--- config.mk ---
export PLATFORM = sky130hd
export DESIGN_NAME = sm83_irq_ctl
export DESIGN_NICKNAME = d
export VERILOG_FILES = /design/src/rtl/sm83_irq_ctl.sv
export SDC_FILE = /design/constraint.sdc
export NUM_CORES = 1
export LEC_CHECK = 0
export CAP_MARGIN = 40
export CORE_ASPECT_RATIO = 0.6
export CORE_MARGIN = 3
export CORE_UTILIZATION = 42
export CTS_CLUSTER_DIAMETER = 120
export CTS_CLUSTER_SIZE = 14
export DETAILED_ROUTE_END_ITERATION = 6
export GPL_TIMING_DRIVEN = 0
export PLACE_DENSITY = 0.77
export SLEW_MARGIN = 25
export SYNTH_ARGS = -nofsm -noshare
export SYNTH_HDL_FRONTEND = slang
export SYNTH_SLANG_ARGS = --single-unit
--- constraint.sdc ---
create_clock -name clk -period 1.45 [get_ports clk]
set_input_delay 0.29 -clock clk [delete_from_list [all_inputs] [get_ports clk]]
set_output_delay 0.29 -clock clk [all_outputs]
set_load 0.005 [all_outputs]
--- src/rtl/sm83_irq_ctl.sv ---
// sm83_irq_ctl: N-channel interrupt controller (IE/IF/IME, edge detect, priority, dispatch FSM).
// Optional macro SM83_IRQ_EARLY_LATCH_EN latches the winning channel at take instead of at resolve.
module sm83_irq_ctl #(
  parameter int NUM_IRQS   = 8,
  parameter int ADR_WIDTH  = 16,
  parameter int VEC_BASE   = 'h0040,
  parameter int VEC_STRIDE = 8
) (
  input  logic                 clk,
  input  logic                 reset,
  input  logic [NUM_IRQS-1:0]  irq,
  input  logic [NUM_IRQS-1:0]  din,
  input  logic                 ie_we,
  input  logic                 if_we,
  output logic [NUM_IRQS-1:0]  ie,
  output logic [NUM_IRQS-1:0]  iflag,
  input  logic                 ei,
  input  logic                 di,
  input  logic                 reti,
  input  logic                 instr_end,
  output logic                 ime,
  output logic                 wake,
  output logic                 int_req,
  input  logic                 take,
  input  logic                 resolve,
  input  logic                 done,
  output logic [ADR_WIDTH-1:0] vector,
  output logic                 vec_valid,
  output logic [NUM_IRQS-1:0]  iack,
  output logic [1:0]           fsm_state
);

  localparam int IDX_W = (NUM_IRQS > 1) ? $clog2(NUM_IRQS) : 1;

  typedef enum logic [1:0] {IDLE = 2'd0, ARMED = 2'd1, HELD = 2'd2} state_t;

  state_t                state, state_nxt;
  logic [NUM_IRQS-1:0]   irq_prev, edge_det, pend, if_nxt, res_clr;
  logic [NUM_IRQS-1:0]   enc_onehot, res_onehot;
  logic [IDX_W-1:0]      enc_idx, res_idx;
  logic                  enc_found, res_found;
  logic                  ei_pend, do_take, do_resolve;
  logic [ADR_WIDTH-1:0]  vec_calc;

  // Handshake: take/resolve/done are one-cycle strobes from control; take is
  // honoured only in IDLE, resolve only in ARMED, done only in HELD.
  assign edge_det   = irq & ~irq_prev;
  assign pend       = ie & iflag;
  assign wake       = |pend;
  assign do_take    = take && (state == IDLE);
  assign do_resolve = resolve && (state == ARMED);

  // Lowest pending index wins.
  always_comb begin
    enc_found  = 1'b0;
    enc_idx    = '0;
    enc_onehot = '0;
    for (int i = 0; i < NUM_IRQS; i++) begin
      if (pend[i] && !enc_found) begin
        enc_found     = 1'b1;
        enc_idx       = IDX_W'(i);
        enc_onehot[i] = 1'b1;
      end
    end
  end

`ifdef SM83_IRQ_EARLY_LATCH_EN
  logic                lat_found;
  logic [IDX_W-1:0]    lat_idx;
  logic [NUM_IRQS-1:0] lat_onehot;

  always_ff @(posedge clk or posedge reset) begin
    if (reset) begin
      lat_found  <= 1'b0;
      lat_idx    <= '0;
      lat_onehot <= '0;
    end else if (do_take) begin
      lat_found  <= enc_found;
      lat_idx    <= enc_idx;
      lat_onehot <= enc_onehot;
    end
  end

  assign res_found  = lat_found;
  assign res_idx    = lat_idx;
  assign res_onehot = lat_onehot;
`else
  assign res_found  = enc_found;
  assign res_idx    = enc_idx;
  assign res_onehot = enc_onehot;
`endif

  assign vec_calc = ADR_WIDTH'(VEC_BASE + int'(res_idx) * VEC_STRIDE);
  assign res_clr  = (do_resolve && res_found) ? res_onehot : '0;
  // A fresh edge outranks the resolve clear, which outranks a software write.
  assign if_nxt   = edge_det | (~res_clr & (if_we ? din : iflag));

  always_ff @(posedge clk or posedge reset) begin
    if (reset) begin
      ie       <= '0;
      iflag    <= '0;
      irq_prev <= '1;
      ime      <= 1'b0;
      ei_pend  <= 1'b0;
      iack     <= '0;
      vector   <= '0;
    end else begin
      irq_prev <= irq;
      iflag    <= if_nxt;
      if (ie_we) ie <= din;
      iack <= '0;
      if (do_resolve) begin
        if (res_found) begin
          vector <= vec_calc;
          iack   <= res_onehot;
        end else begin
          vector <= '0;
        end
      end
      // EI arms a pending enable that lands on the following instruction boundary.
      if (di || do_take) begin
        ime     <= 1'b0;
        ei_pend <= 1'b0;
      end else if (reti) begin
        ime <= 1'b1;
      end else if (ei) begin
        ei_pend <= 1'b1;
      end else if (instr_end && ei_pend) begin
        ime     <= 1'b1;
        ei_pend <= 1'b0;
      end
    end
  end

  always_ff @(posedge clk or posedge reset) begin
    if (reset) state <= IDLE;
    else       state <= state_nxt;
  end

  always_comb begin
    state_nxt = state;
    case (state)
      IDLE:    if (take)    state_nxt = ARMED;
      ARMED:   if (resolve) state_nxt = HELD;
      HELD:    if (done)    state_nxt = IDLE;
      default:              state_nxt = IDLE;
    endcase
  end

  always_comb begin
    int_req   = ime && wake && (state == IDLE);
    vec_valid = (state == HELD);
    fsm_state = state;
  end

endmodule

==> impl_results.md <==
* Rows at 17
* Area contributors post-synth: dfrtp_1 (48%), dfstp_2 (12%), mux2_2 (6.0%)
* CTS tree: done
* Initial Util at 44.7%
* H-Tree Depth at 2
* Post-synth cell types at 31
* Starting DRT DRC Count at 68
* Final Worst Setup Slack at -327 ps
* Top cell type's share of synthesized area at 47.6%
* Critical path launch point: ie[3]$_DFFE_PP0P_
* Multi-input logic area at 587 sq um
* P per Cell Area at 1080 nW/um^2
* Via density at 4.86
* Crit-path slowest cell: dfrtp_1
* Max cap viols at 0
* Peak supply drop at 697 uV
* Delay-heaviest family, CP: simple AND/OR/NAND/NOR gates
* Number of I/O port buffers at 58
* Critical-path cell list: a22oi_2 > and3_1 > nand3_2 > and3_4 > buf_6
* DRT Pass-1 Iters at 4
* Register area share after synthesis at 60.1%
* Crit path buf inv count at 1
* Worst Path Arrival at 1490 ps
* Relative slew slack at 65.8%
* Antenna-violating nets left at 0
* Dominant cell type by area after synthesis: dfrtp_1
* Failing checks: negative setup slack
* Syn Area/Cell at 12.0 sq um
* CTS root buf: clkbuf_8
* Routed WL at 4450 microns
* Chip height at 55.0 microns
* Max Freq at 563 MHz
* RD Place Congestion at 0.810
* Post-synth EDFFs at 0
* Period utilisation layout at 123%
* Layout cells sized above 1 at 31.1%
* CP endpoint kind: output port
* Vias in the first global route at 1405
* Worst slew pin tran at 514 ps
* Synth warn at 0
* DR WL/cell at 15.6 microns
* RSZ-0062 raised after global routing: yes
* Setup TNS at -667 ps
* Fin Clk Skew at 6.34 ps
* FF+latch area at 1010 sq um
* Worst hold path type: in -> async
* Vias at 1385
* Total design power at 2.87 mW
* Clock period minus worst slack at 1780 ps
* Diode count at 0
* #FFs+latches synth at 40
* CP required at 1160 ps
* Core ar. at 3760 sq um
* First-pass GRT wire length at 6850 microns
* Final hold vios at 0
* Final setup fails at 5
* Hpwl dp at 3160 microns
* Post-place setup slack at -463 ps
* Reg-to-reg startpoint: ie[3]$_DFFE_PP0P_
* Status: finished, violations left
* DIE AREA at 4830 sq um
* Number of CTS-inserted buffers at 5
* Skew-Pair Late Insertion Delay at 290 ps
* Clock sinks at 40
* Fillcell total at 265
* CP Max Fanout at 2
* # IOs at 73
* P&R area growth vs syn at 58.0%
* Die X at 87.7 microns
* CTS Buffer Depth at 2
* Count leader, synth: dfrtp_1
* Global route overflow at 0
* Post-synth top flop: dfrtp_1
* DRC violations left at 0
* Leak at 1.42 nW
* Largest net degree at the start of global routing at 26
* Clock transition at the registers of the reported paths at 80 ps
* Kind of critical path: reg -> out
* Depth of the most critical reg-to-reg path at 5
* Mapped Cells at 140
* Most instantiated cells after synthesis: dfrtp_1 (32), buf_4 (12), inv_1 (12), nor2_1 (11)
* GRT Total Usage at 19.8%
* Synthesized area at 1680 sq um
* Initial antenna violation count at 0
* CP max stage delay at 390 ps
* NumNets Final at 264
* Synth async-reset ratio at 100%
* Max Slew Vio Count at 0
* Worst path depth at 5
* Startpoint types: register
## final timing paths
| check | to | slack, ps |
|---|---|---|
| setup / recovery | int_req | -330 |
| hold / removal | ie[4]$_DFFE_PP0P_ | 290 |
| setup reg to reg | iflag[6]$_DFF_PP0_ | -10 |
| hold reg to reg | vector[4]$_DFFE_PP0P_ | 490 |
| max in group asynchronous | irq_prev[3]$_DFF_PP1_ | 630 |
| min in group clk | irq_prev[4]$_DFF_PP1_ | 430 |
## state kept, by name, summed over array words and instances (netlist names)
register   cells
ei_pend        1
irq_prev       8
iflag          8
iack           8
ime            1
fsm_state      2
vector         4
ie             8
## worst reg2reg max path: stages, from the launching register on
cell and delay, ps:
dfrtp_1 390, a22oi_2 240, buf_4 160, nand4_2 230
nor2_2 230, o22ai_1 100
## timing repair
action                     in CTS  in global routing
resized for setup              41                 14
gates cloned                    0                  0
pin swaps                       3                  0
setup endpoints to repair      27                 18
setup buffers                  18                  2
hold buffers                    0                  0
## per-layer routing
layer	vias up	wire length, microns	global-route usage [%]
li1	652	-	-
met1	675	1960	24.7
met2	54	2140	32.1
met3	4	309	7.99
met4	0	40	6.12
met5	-	0	0
## power by group
part           internal, mW  switching, mW
Sequential             1.25         0.0875
Clock                 0.379          0.377
Combinational         0.450          0.322
Total                  2.08          0.787
## area by class of cell
class	instances	area share, %
sequential	40	38.0
clock inverter	2	0.376
timing repair buffer	79	28.8
buffer	14	3.72
tap	47	2.21
multi-input combinational	85	22.1
clock buffer	6	3.11
inverter	12	1.69
## stage by stage
| step | util (%) | hold WS (ps) | instances | instance area (sq um) |
|---|---|---|---|---|
| after global placement | 62.8 | 463 | 256 | 2360 |
| after floorplan | - | 294 | 151 | 1720 |
| after detailed placement | 63.5 | 473 | 257 | 2390 |
| final | 70.6 | 292 | 285 | 2660 |
| after global routing | 70.6 | 309 | 285 | 2660 |
| after CTS | 69.5 | 290 | 283 | 2620 |
## logic make-up after synthesis
logic type | share of synthesized area (%)
flip-flops | 60.1
AO/OA/AOI/OAI | 9.59
buffers and inverters | 8.55
other | 0.223
AND/OR/NAND/NOR | 10.2
multiplexers | 11.4
## cell usage in the layout (no fill, tap or decap), types with 2 or more instances in the layout
cell type,n
clkinv_2,2
nand3_1,4
a21o_1,2
mux2_2,8
inv_1,11
dfrtp_1,32
dfstp_2,8
nor2_1,7
dlymetal6s2s_1,8
o22ai_1,8
nor2_2,4
clkdlybuf4s50_1,25
buf_4,28
dlygate4sd2_1,21
conb_1,12
buf_6,6
o21ai_0,2
nand2b_1,3
clkbuf_8,6
mux2i_1,9
nand2_1,7
a21oi_1,4
Power figures use the tool's default switching activity.
